==> src/rtl/hgate_mmio_master.sv <==
// H-Gate MMIO initiator: one request -> write/poll/read sequence.
// Optional busy-wait timeout enabled by HGATE_MST_TIMEOUT_EN.
module hgate_mmio_master #(
  parameter int TMO_W      = 16,
  parameter int TMO_CYCLES = 4096
) (
  input  logic         clk,
  input  logic         rst_n,
  input  logic         req_valid,
  output logic         req_ready,
  input  logic [7:0]   req_cmd,
  input  logic         req_load,
  input  logic [255:0] req_data,
  input  logic [1:0]   req_rd_sel,
  output logic         resp_valid,
  input  logic         resp_ready,
  output logic [255:0] resp_data,
  output logic [2:0]   resp_status,
  output logic         resp_err,
  output logic         mmio_we,
  output logic [7:0]   mmio_addr,
  output logic [31:0]  mmio_wdata,
  input  logic [31:0]  mmio_rdata,
  input  logic         busy
);

  typedef enum logic [2:0] {
    IDLE,
    WR_DATA,
    WR_CMD,
    WAIT_BUSY,
    RD,
    STAT,
    RESP
  } state_t;

  localparam logic [7:0] A_CMD  = 8'h00;
  localparam logic [7:0] A_STAT = 8'h04;
  localparam logic [7:0] A_DIN  = 8'h30;

  state_t       state;
  logic [2:0]   idx;
  logic [2:0]   idx_nx;
  logic [7:0]   cmd_q;
  logic [255:0] data_q;
  logic [1:0]   sel_q;
  logic [7:0]   rd_base;
  logic [2:0]   rd_last;

`ifdef HGATE_MST_TIMEOUT_EN
  localparam logic [TMO_W-1:0] TMO_LAST = TMO_W'(TMO_CYCLES - 1);
  logic [TMO_W-1:0] tmo;
  logic             err_q;
  assign resp_err = err_q;
`else
  assign resp_err = 1'b0;
`endif

  assign idx_nx = idx + 3'd1;

  // Read window base address and last word index for the selected bank
  always_comb begin
    rd_base = A_STAT;
    rd_last = 3'd7;
    unique case (sel_q)
      2'd1: rd_base = 8'h10;
      2'd2: rd_base = 8'h50;
      2'd3: begin
        rd_base = 8'h08;
        rd_last = 3'd1;
      end
      default: ;
    endcase
  end

  // Sequencer: state, captured request and all registered outputs
  always_ff @(posedge clk or negedge rst_n) begin
    if (!rst_n) begin
      state       <= IDLE;
      idx         <= '0;
      cmd_q       <= '0;
      data_q      <= '0;
      sel_q       <= '0;
      req_ready   <= 1'b0;
      resp_valid  <= 1'b0;
      resp_data   <= '0;
      resp_status <= '0;
      mmio_we     <= 1'b0;
      mmio_addr   <= A_STAT;
      mmio_wdata  <= '0;
`ifdef HGATE_MST_TIMEOUT_EN
      tmo         <= '0;
      err_q       <= 1'b0;
`endif
    end else begin
      unique case (state)
        IDLE: begin
          req_ready <= 1'b1;
          mmio_we   <= 1'b0;
          mmio_addr <= A_STAT;
          if (req_valid && req_ready) begin
            cmd_q     <= req_cmd;
            data_q    <= req_data;
            sel_q     <= req_rd_sel;
            resp_data <= '0;
            req_ready <= 1'b0;
            idx       <= '0;
            mmio_we   <= 1'b1;
`ifdef HGATE_MST_TIMEOUT_EN
            err_q     <= 1'b0;
`endif
            if (req_load) begin
              state      <= WR_DATA;
              mmio_addr  <= A_DIN;
              mmio_wdata <= req_data[31:0];
            end else begin
              state      <= WR_CMD;
              mmio_addr  <= A_CMD;
              mmio_wdata <= {24'd0, req_cmd};
            end
          end
        end
        WR_DATA: begin
          if (idx == 3'd7) begin
            state      <= WR_CMD;
            mmio_addr  <= A_CMD;
            mmio_wdata <= {24'd0, cmd_q};
          end else begin
            idx        <= idx_nx;
            mmio_addr  <= mmio_addr + 8'd4;
            mmio_wdata <= data_q[{idx_nx, 5'd0} +: 32];
          end
        end
        WR_CMD: begin
          state      <= WAIT_BUSY;
          mmio_we    <= 1'b0;
          mmio_addr  <= A_STAT;
          mmio_wdata <= '0;
`ifdef HGATE_MST_TIMEOUT_EN
          tmo        <= '0;
`endif
        end
        WAIT_BUSY: begin
          if (!busy) begin
            idx <= '0;
            if (sel_q == 2'd0) begin
              state <= STAT;
            end else begin
              state     <= RD;
              mmio_addr <= rd_base;
            end
          end
`ifdef HGATE_MST_TIMEOUT_EN
          else if (tmo == TMO_LAST) begin
            err_q <= 1'b1;
            state <= STAT;
          end else begin
            tmo <= tmo + 1'b1;
          end
`endif
        end
        RD: begin
          resp_data[{idx, 5'd0} +: 32] <= mmio_rdata;
          if (idx == rd_last) begin
            state     <= STAT;
            mmio_addr <= A_STAT;
          end else begin
            idx       <= idx_nx;
            mmio_addr <= mmio_addr + 8'd4;
          end
        end
        STAT: begin
          resp_status <= mmio_rdata[2:0];
          resp_valid  <= 1'b1;
          state       <= RESP;
        end
        RESP: begin
          if (resp_ready) begin
            resp_valid <= 1'b0;
            req_ready  <= 1'b1;
            state      <= IDLE;
          end
        end
        default: state <= IDLE;
      endcase
    end
  end

endmodule

==> config.mk <==
export PLATFORM = sky130hd
export DESIGN_NAME = hgate_mmio_master
export DESIGN_NICKNAME = d
export VERILOG_FILES = /design/src/rtl/hgate_mmio_master.sv
export SDC_FILE = /design/constraint.sdc
export NUM_CORES = 1
export LEC_CHECK = 0
export CAP_MARGIN = 40
export CORE_MARGIN = 2
export CORE_UTILIZATION = 45
export CTS_CLUSTER_DIAMETER = 30
export CTS_CLUSTER_SIZE = 16
export DETAILED_ROUTE_END_ITERATION = 8
export PLACE_DENSITY = 0.77
export SLEW_MARGIN = 20
export SYNTH_ARGS = -nofsm -noshare
export SYNTH_HDL_FRONTEND = slang
export SYNTH_SLANG_ARGS = --single-unit
==> constraint.sdc <==
create_clock -name clk -period 2.9 [get_ports clk]
set_input_delay 0.29 -clock clk [delete_from_list [all_inputs] [get_ports clk]]
set_output_delay 0.29 -clock clk [all_outputs]
set_load 0.005 [all_outputs]
==> results.toml, run 1 <==
[grt]
grt_max_degree = 152
grt_use_total = 0.302
antenna_found_initial = 16
grt_pass1_wl_um = 132000
grt_pass1_vias = 22100
overflow = 0

[clocking]
clk_latency_ps = 660
cts_max_level = 3
cts_buffer_depth = 3
cts_resized = 0
cts_made_buffers = 113
clock_sinks = 572
tritoncts = "done"
cts_root_buf = "clkbuf_16"
clkSlewWorstSetupHoldPaths_ps = 50

[die]
core_area_um2 = 54800
chipWidth_um = 239
start_util = 0.453
rows = 86
die_area_um2 = 57000
die_h_um = 239
io_pins = 607

[timing]
setup_ws_ps = 350
fin_crit_ps = 2550
rsz0062_at_grt = "false"
worstMarginPinSlew_ps = 705
setup-tns-final_ps = 0
max_freq_ghz = 0.392
hold_violations = 0
setup_violations = 0
skew_ps = 37.2
slew_viol_final = 0
max_slew_margin = 0.529
finalCritPeriodShare = 0.879

[final_layout]
fin_cells = 4087
fill_cells = 4093
final_common_cell = "nand2_1"
mostFrequentLayoutCells = "1339 x nand2_1, 602 x clkdlybuf4s50_1, 570 x dfrtp_1"
seqCellArea_um2 = 14300
multiInputGateArea_um2 = 9480
drive_gt1_frac = 0.0987
area_delta_synth_final_pct = 43.4
nNetsFinal = 3593
post-route-util = 0.650
fin_area_um2 = 35600

[route]
vias_per_cell = 5.39
first_pass_iters = 7
drt.antenna.violating_nets = 0
vias = 22000
wl_per_cell_um = 21.1
drc = 0
wirelength_um = 86400
drtIter0Drc = 1700

[logic_synthesis]
synth-compound-area-share = 0.0718
seq_area_frac_synth = 0.577
synthesis.area_um2 = 24800
synth_fa_ha_area_frac = 0.00504
syn_avg_cell_area_um2 = 9.13
synth_top_area_frac = 0.576
synthXorXnorAreaFrac = 0
async_flop_share = 1.00
ys_ff_latch = 572
synth-main-ff-cell = "dfrtp_1"
synth_top_cell_by_area = "dfrtp_1"
synth_warnings = 0
yosys-top-cells-area = "dfrtp_1 58%, nand2_1 20%, mux4_2 4.4%"
synth_top_family_by_area = "simple AND/OR/NAND/NOR gates"
synth_edf_count = 0
netlist_instances = 2716
ys_types = 54
muxShareOfSynthArea = 0.0615
synth_simple_gate_area_frac = 0.241

[pwr]
irDropWorstVdd_uv = 588
power.density_nw_per_um2 = 1050
leakage_uw = 0.0168

[setup_path]
critPathRequiredTime_ps = 3490
crit_arrival_ps = 3140
max_stage_delay_ps = 620
crit_fanout = 24
cp-end-kind = "register"
slowest_stage = "or4b_4"
path_cells = "ha_1, ha_4, or4b_4, nor2_2, buf_4, a22oi_1, nand2_1"
crit_buf_inv = 1
crit_family = "simple AND/OR/NAND/NOR gates"
crit_path_start_kind = "register"
crit_type = "reg2reg"

[place]
dp_hpwl_um = 59500
port_buffers = 603
dpl-instance-area_um2 = 31600
dp.cells = 3866
gp_congestion = 0.868
place_ws_ps = 304

[hold_path]
hp-class = "in2reg"

[run_status]
status = "complete, no violations"

[run]
drv_cap = 0
[registers in the layout, indices dropped and copies added (netlist names), 2 cells and up]
register and count:
cmd_q 8, resp_status 3, state 3, mmio_wdata 32
idx 3, resp_data 256, sel_q 2, mmio_addr 6
data_q 256
[where the power goes]
group	internal (µW)	total, µW	switching (µW)	leakage [µW]
logic	5350	11600	6220	0.00734
clock network	8830	13300	4430	0.00191
registers	10700	12400	1730	0.00752
total	24900	37300	12400	0.0168
[per-stage QoR]
step	hold slack (ps)	total power [µW]
3_3_place_gp	280	23500
3_5_place_dp	281	23900
2_1_floorplan	-5.59	18700
6_report	160	37300
4_1_cts	128	37300
5_1_grt	144	39200
[what timing repair did]
item                                   CTS  global route
hold buffers                             1             0
endpoints found under the hold margin   51             0
buffers inserted                         0             0
[cells in the mapped netlist, drive strengths merged, types with 2 or more instances]
cell type	count
ha	10
nor3b	3
a21o	2
nor2b	7
mux4	48
nand3	110
or3	2
o21bai	10
nor2	14
nand2	1339
a22oi	57
buf	106
a21oi	25
a221o	8
nor4	3
dfrtp	571
nand2b	3
mux2	4
nand4bb	2
and3	13
clkbuf	117
o21ai	180
or2	2
inv	9
a22o	3
a211oi	4
or3b	2
o31a	2
mux2i	40
o31ai	2
[tightest hold or removal path: cells and delay by family]
kind / cells / cell delay [ps]
and+or+nand+nor: 2 / 90
buffers and inverters: 1 / 390
[final cells by class]
class / count / area share
Tap cell: 704 / 0.0248
Clock buffer: 146 / 0.0886
Multi-Input combinational cell: 1914 / 0.267
Clock inverter: 63 / 0.0227
Sequential cell: 572 / 0.402
Timing Repair Buffer: 669 / 0.193
Inverter: 9 / 0.000950
Antenna cell: 10 / 0.000703
[cell families (layout without fill, tap and decap cells)]
group,Yosys count,in the layout
flops,572,572
mux,92,92
simple gates,1508,1508
other cells,1,13
fa+ha+maj,10,10
buf+inv,232,887
compound gates,301,301
[per-layer routing]
metal  routed length (µm)  vias up  track usage  part of all wire
met3                 7530      250       0.0803             0.087
met2                41500     1075        0.494              0.48
met1                32700    10700        0.368              0.38
met4                 4620       12        0.159             0.054
met5                   73        -            0           0.00085
li1                     -     9978            -                 -
[worst paths after layout]
| kind | from | end | slack [ps] | depth (start not counted) |
|---|---|---|---|---|
| max in group asynchronous | rst_n | resp_data[87] | 1730 | 3 |
| worst min register to register | data_q[81] | data_q[81] | 470 | 2 |
| worst min-delay path | req_data[114] | data_q[114] | 160 | 3 |
| min in group asynchronous | rst_n | resp_data[230] | 180 | 2 |
| worst max-delay path | idx[0] | mmio_wdata[14] | 350 | 7 |
| worst max register to register | idx[0] | mmio_wdata[14] | 350 | 7 |
Power figures use the tool's default switching activity.
==> inputs of run 2 (changes only) <==
--- a/config.mk
+++ b/config.mk
@@ -12,6 +12,7 @@
 export CTS_CLUSTER_SIZE = 16
 export DETAILED_ROUTE_END_ITERATION = 8
 export PLACE_DENSITY = 0.77
+export SKIP_LAST_GASP = 1
 export SLEW_MARGIN = 20
 export SYNTH_ARGS = -nofsm -noshare
 export SYNTH_HDL_FRONTEND = slang
==> results of run 2 <==
Same layout as run 1: the final DEF is identical, and so are final timing and power.
